<file path="src/rtl/plab2_proc_muldiv_iter.sv">
// Iterative 32-bit MUL/DIV/DIVU/REM/REMU unit: one shift-add or restoring step per cycle.
// Define PLAB2_PROC_MULDIV_EARLY_EXIT_EN to let MUL finish once the multiplier drains to zero.
module plab2_proc_muldiv_iter (
  input  logic        clk,
  input  logic        reset,
  input  logic        req_val,
  output logic        req_rdy,
  input  logic [2:0]  req_fn,
  input  logic [31:0] req_a,
  input  logic [31:0] req_b,
  output logic        resp_val,
  input  logic        resp_rdy,
  output logic [31:0] resp_data
);

  localparam logic [2:0] FN_MUL  = 3'd0;
  localparam logic [2:0] FN_DIV  = 3'd1;
  localparam logic [2:0] FN_DIVU = 3'd2;
  localparam logic [2:0] FN_REM  = 3'd3;
  localparam logic [2:0] FN_REMU = 3'd4;

  typedef enum logic [1:0] {
    IDLE,
    CALC,
    DONE
  } state_t;

  state_t      state;
  logic [2:0]  fn_r;
  logic [31:0] a_r;
  logic [31:0] b_r;
  logic [31:0] acc;
  logic [5:0]  cnt;
  logic        neg_q;
  logic        neg_r;

  logic        is_sdiv;
  logic [31:0] a_ld;
  logic [31:0] b_ld;
  logic [32:0] rem_sh;
  logic [32:0] diff;
  logic [31:0] a_n;
  logic [31:0] b_n;
  logic [31:0] acc_n;
  logic [31:0] result;
  logic        early;
  logic        last;

  // Signed ops work on magnitudes; sign is restored at the end
  assign is_sdiv = (req_fn == FN_DIV) || (req_fn == FN_REM);
  assign a_ld    = (is_sdiv && req_a[31]) ? -req_a : req_a;
  assign b_ld    = (is_sdiv && req_b[31]) ? -req_b : req_b;

  // a_r: multiplicand (MUL) or dividend/quotient shifter (div)
  // acc: product (MUL) or partial remainder (div)
  always_comb begin
    a_n    = a_r;
    b_n    = b_r;
    acc_n  = acc;
    rem_sh = {acc, a_r[31]};
    diff   = rem_sh - {1'b0, b_r};
    if (fn_r == FN_MUL) begin
      acc_n = b_r[0] ? acc + a_r : acc;
      a_n   = a_r << 1;
      b_n   = b_r >> 1;
    end else if (!diff[32]) begin
      acc_n = diff[31:0];
      a_n   = {a_r[30:0], 1'b1};
    end else begin
      acc_n = rem_sh[31:0];
      a_n   = {a_r[30:0], 1'b0};
    end
  end

  always_comb begin
    result = '0;
    case (fn_r)
      FN_MUL:  result = acc_n;
      FN_DIV:  result = neg_q ? -a_n : a_n;
      FN_DIVU: result = a_n;
      FN_REM:  result = neg_r ? -acc_n : acc_n;
      FN_REMU: result = acc_n;
      default: result = '0;
    endcase
  end

`ifdef PLAB2_PROC_MULDIV_EARLY_EXIT_EN
  assign early = (fn_r == FN_MUL) && (b_n == '0);
`else
  assign early = 1'b0;
`endif

  assign last = (cnt == 6'd31) || early;

  always_ff @(posedge clk or posedge reset) begin
    if (reset) begin
      state     <= IDLE;
      req_rdy   <= 1'b1;
      resp_val  <= 1'b0;
      resp_data <= '0;
      cnt       <= '0;
      fn_r      <= '0;
      a_r       <= '0;
      b_r       <= '0;
      acc       <= '0;
      neg_q     <= 1'b0;
      neg_r     <= 1'b0;
    end else begin
      unique case (state)
        IDLE: begin
          if (req_val && req_rdy) begin
            state   <= CALC;
            req_rdy <= 1'b0;
            fn_r    <= req_fn;
            a_r     <= a_ld;
            b_r     <= b_ld;
            acc     <= '0;
            cnt     <= '0;
            // Divide-by-zero keeps the all-ones quotient unsigned
            neg_q   <= is_sdiv && (req_a[31] ^ req_b[31])
                       && (req_b != '0);
            neg_r   <= is_sdiv && req_a[31];
          end
        end
        CALC: begin
          a_r <= a_n;
          b_r <= b_n;
          acc <= acc_n;
          cnt <= cnt + 6'd1;
          if (last) begin
            state     <= DONE;
            resp_val  <= 1'b1;
            resp_data <= result;
          end
        end
        DONE: begin
          if (resp_rdy) begin
            state    <= IDLE;
            resp_val <= 1'b0;
            req_rdy  <= 1'b1;
          end
        end
        default: state <= IDLE;
      endcase
    end
  end

endmodule

</file>
<file path="config.mk">
export PLATFORM = sky130hd
export DESIGN_NAME = plab2_proc_muldiv_iter
export DESIGN_NICKNAME = d
export VERILOG_FILES = /design/src/rtl/plab2_proc_muldiv_iter.sv
export SDC_FILE = /design/constraint.sdc
export NUM_CORES = 1
export LEC_CHECK = 0
export CAP_MARGIN = 0
export CORE_MARGIN = 8
export CORE_UTILIZATION = 30
export DETAILED_ROUTE_END_ITERATION = 8
export PLACE_DENSITY = 0.52
export SYNTH_ARGS = -nofsm -noshare
export SYNTH_HDL_FRONTEND = slang
export SYNTH_SLANG_ARGS = --single-unit
</file>
<file path="constraint.sdc">
create_clock -name clk -period 5.6 [get_ports clk]
set_clock_uncertainty 0.05 [all_clocks]
set_input_delay 1.12 -clock clk [delete_from_list [all_inputs] [get_ports clk]]
set_output_delay 1.12 -clock clk [all_outputs]
set_load 0.05 [all_outputs]
</file>
==> out/metrics.yaml <==
drive_gt1_frac: 0.0766
post_dp_cell_area_um2: 16000
synth.distinct_cells: 96
drc: 0
worstSetupEndpointType: "flip-flop"
rrSetupSlack_ns: 0.41
syn_nets: 2021
slowest_stage: "a311oi_1"
coreArea_um2: 46700
num_io_pins: 105
dieHeight_um: 234
yosysTopAreaCell: "dfrtp_1"
finalCritPeriodShare: 0.927
fin_tns_setup_ns: 0
ys_warn_count: 0
cts.sinks: 143
dpl.hpwl_um: 43800
worst-path-buf-inv: 1
synthesis.area_um2: 14200
clk_pin_slew_ns: 0.07
stdcell_area_um2: 16600
row_count: 79
final_hold_viol_count: 0
cts.path.max_buffers: 2
post_cts_buffers: 0
cap_viol_max_count: 0
critPathRequiredTime_ns: 5.89
synth.top_cell.area_share: 0.250
setup_viol: 0
wire_per_inst_um: 22.4
ant_nets: 0
drtIter0Drc: 1184
clock.fmax_mhz: 193
firstDrtPassIters: 8
synth-edff-count: 0
critPathMaxFanout: 13
fin_nets: 2085
p_leak_nw: 6.56
layout.cells.non_filler: 2565
finalCriticalPeriod_ns: 5.19
synth.most_common_cell: "o21ai_0"
wl_um: 57500
finalMaxSlewViolations: 0
worstPathArrival_ns: 5.48
die-area_um2: 54600
clock_latency_ns: 0.46
cts_tree: "yes"
cts_htree_levels: 4
cts.repair.resized: 0
via_per_inst: 5.89
ir_drop_mv: 0.148
track_usage: 0.208
syn_inst: 1881
diodes: 0
ys.flop_type: "dfrtp_1"
ys_top_cells_by_area: "dfrtp_1, o21ai_0, ha_1"
port-buffer-count: 104
multiInputGateArea_um2: 9910
layout_setup_ws_ns: 0.411
p_per_area_nw_per_um2: 149
critPathLaunchType: "flip-flop"
cts_buffers: 17
slew-limit-headroom: 0.218
grt-ovfl-total: 0
cpMostUsedCell: "o21ai_1"
synth.avg_cell_area_um2: 7.55
antenna_found_initial: 0
grt_pass1_wl_um: 88100
ys_ff_latch: 143
path_cells: "ha_1 -> a21oi_1 -> o21ai_1 -> a311oi_2 -> o21ai_1 -> o21ai_2 -> nand2_4 -> a311oi_1 -> o21a_1 -> nand4bb_1 -> buf_4 -> nor4_1 -> nor3_1 -> a211o_1"
crit_type: "reg2reg"
synth-seq-area-share: 0.252
worst_pin_slew_ns: 1.17
root_buffer: "clkbuf_16"
async_flop_share: 1.00
synth_commonest_cells: "o21ai_0, nand2_1, a21oi_1"
area_delta_synth_final_pct: 17.0
grt_max_degree: 76
slowest_delay_ns: 0.61
p_total_w: 0.00247
cp_top_family: "compound AO/OA/AOI/OAI gates"
place_inst: 2533
first_global_vias: 14500
place_ws_ns: 0.551
cts_hold_buf: 0
hp-class: "reg2reg"
regArea_um2: 3580
via_count: 15100
place.gp.congestion: 0.955
dieWidth_um: 234
status: "finished clean"
grt_setup_unrepaired: "no"
initial_core_util: 0.304
fill_cells: 5018
worst reg2reg max path: stages (launching register included):
cell	delay (ns)
dfrtp_1	0.46
ha_1	0.39
a21oi_1	0.31
o21ai_1	0.22
a311oi_2	0.26
o21ai_1	0.17
o21ai_2	0.58
nand2_4	0.30
a311oi_1	0.61
o21a_1	0.28
nand4bb_1	0.21
buf_4	0.24
nor4_1	0.60
nor3_1	0.10
a211o_1	0.29
report_power, final:
part / switching (W) / internal (W) / leakage (nW)
Sequential: 0 / 0.00103 / 1.77
Clock: 0.000509 / 0.000762 / 0.302
Combinational: 0.0000866 / 0.0000783 / 4.49
flip-flops by register name (all words and copies together) (netlist names):
register   cells
a_r           32
acc           32
b_r           32
resp_data     32
cnt            6
fn_r           3
state          2
neg_q          1
neg_r          1
req_rdy        1
resp_val       1
cell type report:
class	instances	share of cell area
Timing Repair Buffer	162	0.0888
Clock buffer	20	0.0269
Inverter	69	0.0159
Multi-Input combinational cell	1552	0.596
Sequential cell	143	0.215
Tap cell	607	0.0457
Clock inverter	12	0.0111
metal layers:
layer,global-route usage,share of wire
met1,0.296,0.47
met2,0.319,0.43
met3,0.0342,0.073
met4,0.0619,0.026
met5,0,0
final timing paths:
check / startpoint / depth (start not counted) / endpoint
min in group asynchronous: reset / 2 / a_r[7]$_DFFE_PP0P_
worst min register to register: cnt[5]$_DFFE_PP0P_ / 1 / cnt[5]$_DFFE_PP0P_
worst max-delay path: acc[24]$_DFFE_PP0P_ / 14 / resp_data[23]$_DFFE_PP0P_
worst min-delay path: cnt[5]$_DFFE_PP0P_ / 1 / cnt[5]$_DFFE_PP0P_
worst max register to register: acc[24]$_DFFE_PP0P_ / 14 / resp_data[23]$_DFFE_PP0P_
max in group asynchronous: reset / 3 / req_rdy$_DFFE_PP1P_
stage by stage:
step	hold WS [ns]	utilization
after floorplan	0.413	-
after global placement	0.436	0.343
after detailed placement	0.441	0.343
after CTS	0.452	0.356
after global routing	0.471	0.356
final	0.455	0.356
logic make-up (layout without fill, tap and decap cells):
logic type,Yosys count,count (layout),synth area share
simple gates,628,628,0.217
xor+xnor,115,115,0.0709
mux,12,12,0.00899
fa+ha+maj,69,69,0.0618
compound gates,728,728,0.336
flops,143,143,0.252
buf+inv,186,263,0.0529
placed cells by master, fill, tap and decap left out, types with 14 or more instances in the layout:
cell | netlist | layout
nor3_1 | 38 | 38
inv_1 | 69 | 68
or3_1 | 32 | 32
a21o_1 | 21 | 21
o21ai_0 | 215 | 213
dfrtp_1 | 142 | 142
clkdlybuf4s50_1 | 0 | 104
nand2_1 | 204 | 203
o22ai_1 | 16 | 16
o21a_1 | 20 | 20
a22oi_1 | 45 | 45
nor2_1 | 133 | 130
xor2_1 | 47 | 47
a211oi_1 | 23 | 23
o31ai_1 | 25 | 25
o211ai_1 | 39 | 39
a21oi_1 | 147 | 147
nand4_1 | 23 | 23
ha_1 | 67 | 67
nand3_1 | 78 | 78
xnor2_1 | 68 | 68
nor4_1 | 22 | 22
clkbuf_16 | 0 | 17
nand2b_1 | 15 | 14
buf_4 | 3 | 58
a31oi_1 | 30 | 30
Note: power is estimated with default switching activity, not from simulation.
